<file path="config.mk">
export PLATFORM = sky130hd
export DESIGN_NAME = key_scan_ctrl_flat
export DESIGN_NICKNAME = d
export VERILOG_FILES = /design/src/rtl/key_scan_ctrl_pkg.sv /design/src/rtl/key_scan_ctrl_if.sv /design/src/rtl/key_scan_ctrl_pla.sv /design/src/rtl/key_scan_ctrl.sv /design/src/flat_wrapper.sv
export SDC_FILE = /design/constraint.sdc
export NUM_CORES = 1
export LEC_CHECK = 0
export CORE_MARGIN = 5
export CORE_UTILIZATION = 50
export DETAILED_ROUTE_END_ITERATION = 10
export PLACE_DENSITY = 0.77
export SYNTH_ARGS = -nofsm -noshare
export SYNTH_HDL_FRONTEND = slang
export SYNTH_SLANG_ARGS = --single-unit
</file>
<file path="constraint.sdc">
create_clock -name clk -period 1.8 [get_ports clk]
set_input_delay 0.36 -clock clk [delete_from_list [all_inputs] [get_ports clk]]
set_output_delay 0.36 -clock clk [all_outputs]
set_load 0.05 [all_outputs]
</file>
<file path="src/rtl/key_scan_ctrl_pkg.sv">
// Shared types and constants for the keyboard scan controller.
// Key state encodings match the {keyQ1,keyQ0} register bits.
package key_scan_ctrl_pkg;

  localparam int KBUS_W = 6;

  typedef enum logic [1:0] {
    KEY_IDLE    = 2'b00,
    KEY_CONFIRM = 2'b01,
    KEY_HELD    = 2'b10,
    KEY_RELCHK  = 2'b11
  } keyState_t;

endpackage

</file>
<file path="src/rtl/key_scan_ctrl_if.sv">
// Keyboard matrix side bundle of the scan controller.
// The host/bench is master, the controller is slave.
interface key_scan_ctrl_if
  import key_scan_ctrl_pkg::*;
#(
  parameter int W = KBUS_W
) ();

  logic         scanEn;
  logic         kbdEn;
  logic         nKR1;
  logic [W-1:0] kbus;
  logic [W-1:0] kbCode;
  logic         keyIrq;
  logic         keyDown;

  modport master (
    output scanEn, kbdEn, nKR1,
    input  kbus, kbCode, keyIrq, keyDown
  );

  modport slave (
    input  scanEn, kbdEn, nKR1,
    output kbus, kbCode, keyIrq, keyDown
  );

endinterface

</file>
<file path="src/rtl/key_scan_ctrl_pla.sv">
// KEY_PLA: next-state and load strobes of the debounce FSM.
// Purely combinational; the caller decides when to register.
module key_scan_ctrl_pla
  import key_scan_ctrl_pkg::*;
(
  input  logic iKR1,
  input  logic keyQ0,
  input  logic keyQ1,
  input  logic debComp,
  output logic keyD0,
  output logic keyD1,
  output logic nLdComp,
  output logic nLdKbus
);

  keyState_t cur;
  keyState_t nxt;

  assign cur = keyState_t'({keyQ1, keyQ0});
  assign {keyD1, keyD0} = nxt;

  always_comb begin
    nxt     = cur;
    nLdComp = 1'b1;
    nLdKbus = 1'b1;
    unique case (cur)
      KEY_IDLE: begin
        if (iKR1) begin
          nxt     = KEY_CONFIRM;
          nLdComp = 1'b0;
        end
      end
      KEY_CONFIRM: begin
        if (debComp) begin
          if (iKR1) begin
            nxt     = KEY_HELD;
            nLdKbus = 1'b0;
          end else begin
            nxt = KEY_IDLE;
          end
        end
      end
      KEY_HELD: begin
        if (debComp && !iKR1)
          nxt = KEY_RELCHK;
      end
      KEY_RELCHK: begin
        // re-press before release confirms: back to held, no reload
        if (debComp)
          nxt = iKR1 ? KEY_HELD : KEY_IDLE;
      end
      default: nxt = KEY_IDLE;
    endcase
  end

endmodule

</file>
<file path="src/rtl/key_scan_ctrl.sv">
// Keyboard scan controller: counter, KR1 sync, compare latch,
// KBCODE register and key IRQ around the KEY_PLA FSM logic.
module key_scan_ctrl
  import key_scan_ctrl_pkg::*;
#(
  parameter int CNT_W       = KBUS_W,
  parameter int SYNC_STAGES = 2
) (
  input logic       clk,
  input logic       nReset,
  key_scan_ctrl_if.slave bus
);

  logic [CNT_W-1:0]       cnt, cntNext;
  logic [CNT_W-1:0]       cmpLatch, cmpNext;
  logic [CNT_W-1:0]       kbCodeQ, codeNext;
  logic                   keyIrqQ, irqNext;
  logic [SYNC_STAGES-1:0] sync;
  keyState_t              state, stateNext;

  logic iKR1, debComp;
  logic plaD0, plaD1, nLdComp, nLdKbus;

  assign iKR1    = ~sync[SYNC_STAGES-1];
  assign debComp = (cnt == cmpLatch);

  key_scan_ctrl_pla uPla (
    .iKR1    (iKR1),
    .keyQ0   (state[0]),
    .keyQ1   (state[1]),
    .debComp (debComp),
    .keyD0   (plaD0),
    .keyD1   (plaD1),
    .nLdComp (nLdComp),
    .nLdKbus (nLdKbus)
  );

  always_comb begin
    stateNext = state;
    cntNext   = cnt;
    cmpNext   = cmpLatch;
    codeNext  = kbCodeQ;
    irqNext   = 1'b0;
    if (!bus.kbdEn) begin
      stateNext = KEY_IDLE;
    end else if (bus.scanEn) begin
      stateNext = keyState_t'({plaD1, plaD0});
      if (!nLdComp)
        cmpNext = cnt;
      if (!nLdKbus) begin
        codeNext = cnt;
        irqNext  = 1'b1;
      end
      cntNext = cnt + 1'b1;
    end
  end

  always_ff @(posedge clk) begin
    if (!nReset) begin
      state    <= KEY_IDLE;
      cnt      <= '0;
      cmpLatch <= '0;
      kbCodeQ  <= '0;
      keyIrqQ  <= 1'b0;
      sync     <= '1;
    end else begin
      state    <= stateNext;
      cnt      <= cntNext;
      cmpLatch <= cmpNext;
      kbCodeQ  <= codeNext;
      keyIrqQ  <= irqNext;
      sync     <= {sync[SYNC_STAGES-2:0], bus.nKR1};
    end
  end

  assign bus.kbus    = cnt;
  assign bus.kbCode  = kbCodeQ;
  assign bus.keyIrq  = keyIrqQ;
  assign bus.keyDown = state[1];

endmodule

</file>
<file path="src/flat_wrapper.sv">
// flat-port wrapper written by rule: the top's interface ports become plain ports
module key_scan_ctrl_flat import key_scan_ctrl_pkg::*;
#(
  parameter int CNT_W       = KBUS_W,
  parameter int SYNC_STAGES = 2
)
  (clk, nReset, bus_scanEn, bus_kbdEn, bus_nKR1, bus_kbus, bus_kbCode, bus_keyIrq, bus_keyDown);
  key_scan_ctrl_if bus_i ();
  input logic clk;
  input logic nReset;
  input wire logic [$bits(bus_i.scanEn)-1:0] bus_scanEn;
  input wire logic [$bits(bus_i.kbdEn)-1:0] bus_kbdEn;
  input wire logic [$bits(bus_i.nKR1)-1:0] bus_nKR1;
  output wire logic [$bits(bus_i.kbus)-1:0] bus_kbus;
  output wire logic [$bits(bus_i.kbCode)-1:0] bus_kbCode;
  output wire logic [$bits(bus_i.keyIrq)-1:0] bus_keyIrq;
  output wire logic [$bits(bus_i.keyDown)-1:0] bus_keyDown;
  assign bus_i.scanEn = bus_scanEn;
  assign bus_i.kbdEn = bus_kbdEn;
  assign bus_i.nKR1 = bus_nKR1;
  assign bus_kbus = bus_i.kbus;
  assign bus_kbCode = bus_i.kbCode;
  assign bus_keyIrq = bus_i.keyIrq;
  assign bus_keyDown = bus_i.keyDown;
  key_scan_ctrl #(.CNT_W(CNT_W), .SYNC_STAGES(SYNC_STAGES)) u_core (.clk(clk), .nReset(nReset), .bus(bus_i));
endmodule
</file>
==> metrics <==
global-route wire length before repair=between 3000 and 4000 µm; Pre-antenna DRT Iters=4; combinational share of power=just over 9%; Worst Path Required=around 2000 ps; critical path launch point type=flop; CP Capture Type=flop; RePlAce Congestion=roughly 0.80; largest net degree at the start of global routing=19; Max Slew Vio Count=0; multiplexer share of the synthesized area=5.87%; setup slack, reg-to-reg=170 ps; # DRC=0; Worst-path clk slew=130 ps; RR Startpoint=u_core.bus.kbus[2]$_SDFFE_PN0P_; Inserted Clock Buffers=3; Final period util=90.6%; CTS Hold Buffers Added=0; Pleak=roughly 0.48 nW; outcome=complete, no violations; core area=about 2000 µm²; worst hold start=u_core.sync[0]$_SDFF_PN1_; Post-Place Cells=159; commonest non-fill, non-tap cell in the layout=buf_4; cell internal pwr=between 600 and 700 µW; Die X=55.2 µm; die area=3050 µm²; HP Class=flop to flop; Setup TNS Final=0 ps; Slew @ Worst Pin=roughly 300 ps; Setup Skew=approximately 3.5 ps; clock network power share=between 20% and 30%; post_cts resized=0; Reg power frac=62.3%; RSZ-0062 raised after global routing=no; Storage cell area=470 µm²; Site Rows=16; xor and xnor area share after synthesis=10.8%; Initial Utilization=between 50% and 60%; CTS tree=yes; FF+latch count, synth=23; per-cell routed wire length=about 13 µm; pwr dens=~660 nW/µm²; final instance area=between 1000 and 1500 µm²; crit path kind=flop to flop; switching share of power=24.7%; synth-to-layout area growth=25.1%; Syn Inst Count=approximately 110; CTS Root Cell=clkbuf_4; final core occ=between 60% and 70%; Adder-Cell Fraction of Synth Area=under 10%; P_sw=207 µW; Synth Net Count=approximately 120; Yosys warning count=0; Final setup viols=0; initial antenna violation count=0; simple-gate area share of the yosys netlist=23.1%; Fin. Hold Viols=0; maxcap violations=0; largest family of logic cells by synthesized area=simple AND/OR/NAND/NOR gates; layout cell share with drive strength beyond 1=about a third; Syn Std Cell Area=~1000 µm²; Vias/cell=just over 5; sequential share of the synthesized area=45.0%; critical path arrival=~1900 ps; GRT Overall Usage=around 16%; GR Overflow Total=0; fin crit period=around 1600 ps; Compound-Gate Fraction of Synth Area=around 11%; post-CTS setup buffer count=0; Iter 0 DRT Violations=31; placed instance area=approximately 1300 µm²; multi-input logic area=roughly 530 µm²; H-tree depth=1; port bufs=18; worst-case reg-to-reg path depth=4; Post-Layout Cell Count=163; Final nets=between 100 and 150; fill cell count=~180; DPL Wire Length=~1600 µm; Bufs on Longest Clock Path=2; Max VDD drop=0.451 mV; FF-to-FF End=u_core.state[0]$_SDFFE_PN0P_; Worst Hold End=u_core.sync[1]$_SDFF_PN1_; Max Fclk=slightly above 600 MHz; worst hold stages=1; most frequent cells in the layout=22 x buf_4, 17 x dfxtp_1, 11 x nor2_1; # IOs=19; Slew headroom=between 70% and 80%; Vias=around 840; Sink Count=23; DIE HEIGHT=around 55 µm; post-route ant nets=0; Avg Inst Size Synth=between 9 and 10 µm²; Antenna diodes=0; vias in the first global route=slightly below 900; DRT Wirelength=2130 µm; Distinct cells, synth=30; largest fanout on the critical path=7; worst skew pair latency=~310 ps
-- cell usage after synthesis --
| cell | number | area share [%] |
|---|---|---|
| and4_2 | 1 | 0.98 |
| nand4_1 | 2 | 1.2 |
| nor2_1 | 11 | 4.0 |
| and4bb_2 | 1 | 1.2 |
| or3_2 | 1 | 0.73 |
| a2111oi_2 | 1 | 1.5 |
| a211oi_1 | 1 | 0.73 |
| ha_1 | 1 | 1.2 |
| clkinv_1 | 1 | 0.37 |
| o21ai_0 | 7 | 3.4 |
| dfxtp_1 | 23 | 45 |
| a21oi_1 | 9 | 4.4 |
| nand4_2 | 1 | 1.2 |
| or2_2 | 1 | 0.61 |
| or4_4 | 1 | 1.1 |
| nand3_1 | 9 | 4.4 |
| nand2_1 | 9 | 3.3 |
| nor4_1 | 1 | 0.61 |
| xnor2_1 | 4 | 3.4 |
| nor3_1 | 2 | 0.98 |
| clkbuf_2 | 1 | 0.49 |
| and4_1 | 1 | 0.86 |
| inv_1 | 2 | 0.73 |
| clkbuf_1 | 4 | 1.5 |
| mux2i_1 | 6 | 5.9 |
| nand2b_1 | 2 | 1.2 |
| nor2b_1 | 1 | 0.61 |
| xor2_1 | 3 | 2.6 |
| o31a_2 | 1 | 0.98 |
| xnor2_2 | 3 | 4.8 |
-- logic make-up (layout without fill, tap and decap cells) --
kind of cell / count (synthesis) / in the layout
AND/OR/NAND/NOR: 44 / 44
multiplexers: 6 / 6
XOR/XNOR: 10 / 10
flip-flops: 23 / 23
adder cells (fa/ha/maj): 1 / 1
buffers and inverters: 8 / 33
AO/OA/AOI/OAI: 19 / 19
-- per-stage QoR --
| step | hold slack [ps] | setup slack (ps) | total power [mW] |
|---|---|---|---|
| 2_1_floorplan | 386 | 57.9 | 0.573 |
| 3_3_place_gp | 389 | 20.5 | 0.609 |
| 5_1_grt | 469 | 30.1 | 0.885 |
| 3_5_place_dp | 398 | -15.7 | 0.611 |
| 6_report | 431 | 170 | 0.839 |
| 4_1_cts | 429 | 176 | 0.849 |
-- metal layers --
| layer | track usage [%] | wire length (µm) | vias to the layer above | part of all wire (%) |
|---|---|---|---|---|
| met1 | 20.6 | 1040 | 394 | 49 |
| met5 | 0 | 0 | - | 0 |
| met3 | 2.56 | 66 | 2 | 3.1 |
| li1 | - | - | 438 | - |
| met4 | 6.60 | 12 | 0 | 0.56 |
| met2 | 25.2 | 1020 | 9 | 48 |
-- cell type report --
type	instances	area share, %
multi-input cells	80	41.5
well taps	27	2.64
inverters	3	0.880
clock inverters	1	0.391
clock buffers	3	1.76
repair buffers	26	16.0
flip-flops and latches	23	36.8
-- worst max path at each step --
stage / startpoint / to / slack, ps / cells past startpoint
after detailed placement: bus_scanEn / u_core.bus.kbCode[2]$_SDFFE_PN0P_ / -20 / 5
final: u_core.bus.kbus[2]$_SDFFE_PN0P_ / u_core.state[0]$_SDFFE_PN0P_ / 170 / 4
after global placement: bus_scanEn / u_core.cmpLatch[2]$_SDFFE_PN0P_ / 20 / 6
after global routing: u_core.bus.kbus[3]$_SDFFE_PN0P_ / u_core.state[0]$_SDFFE_PN0P_ / 30 / 4
after CTS: u_core.bus.kbus[2]$_SDFFE_PN0P_ / u_core.state[0]$_SDFFE_PN0P_ / 180 / 4
after floorplan: u_core.bus.kbus[3]$_SDFFE_PN0P_ / u_core.state[0]$_SDFFE_PN0P_ / 60 / 4
-- state kept, by name, summed over array words and instances (netlist names), named ones only --
signal	count
u_core.bus.kbCode	6
u_core.bus.kbus	6
u_core.bus.keyIrq	1
u_core.cmpLatch	6
u_core.state	1
u_core.sync	2
-- power by group through the flow --
stage	clock, mW	combinational, mW	sequential (mW)
2_1_floorplan	0	0.0316	0.542
3_3_place_gp	0	0.0755	0.534
3_5_place_dp	0	0.0772	0.534
4_1_cts	0.249	0.0776	0.522
5_1_grt	0.276	0.0845	0.524
6_report	0.239	0.0774	0.522
-- worst max-delay path, stage by stage, from the launching register on --
cell	delay, ps
dfxtp_4	400
xnor2_2	230
nand2_1	140
or4_4	500
a2111oi_2	280
Power figures use the tool's default switching activity.
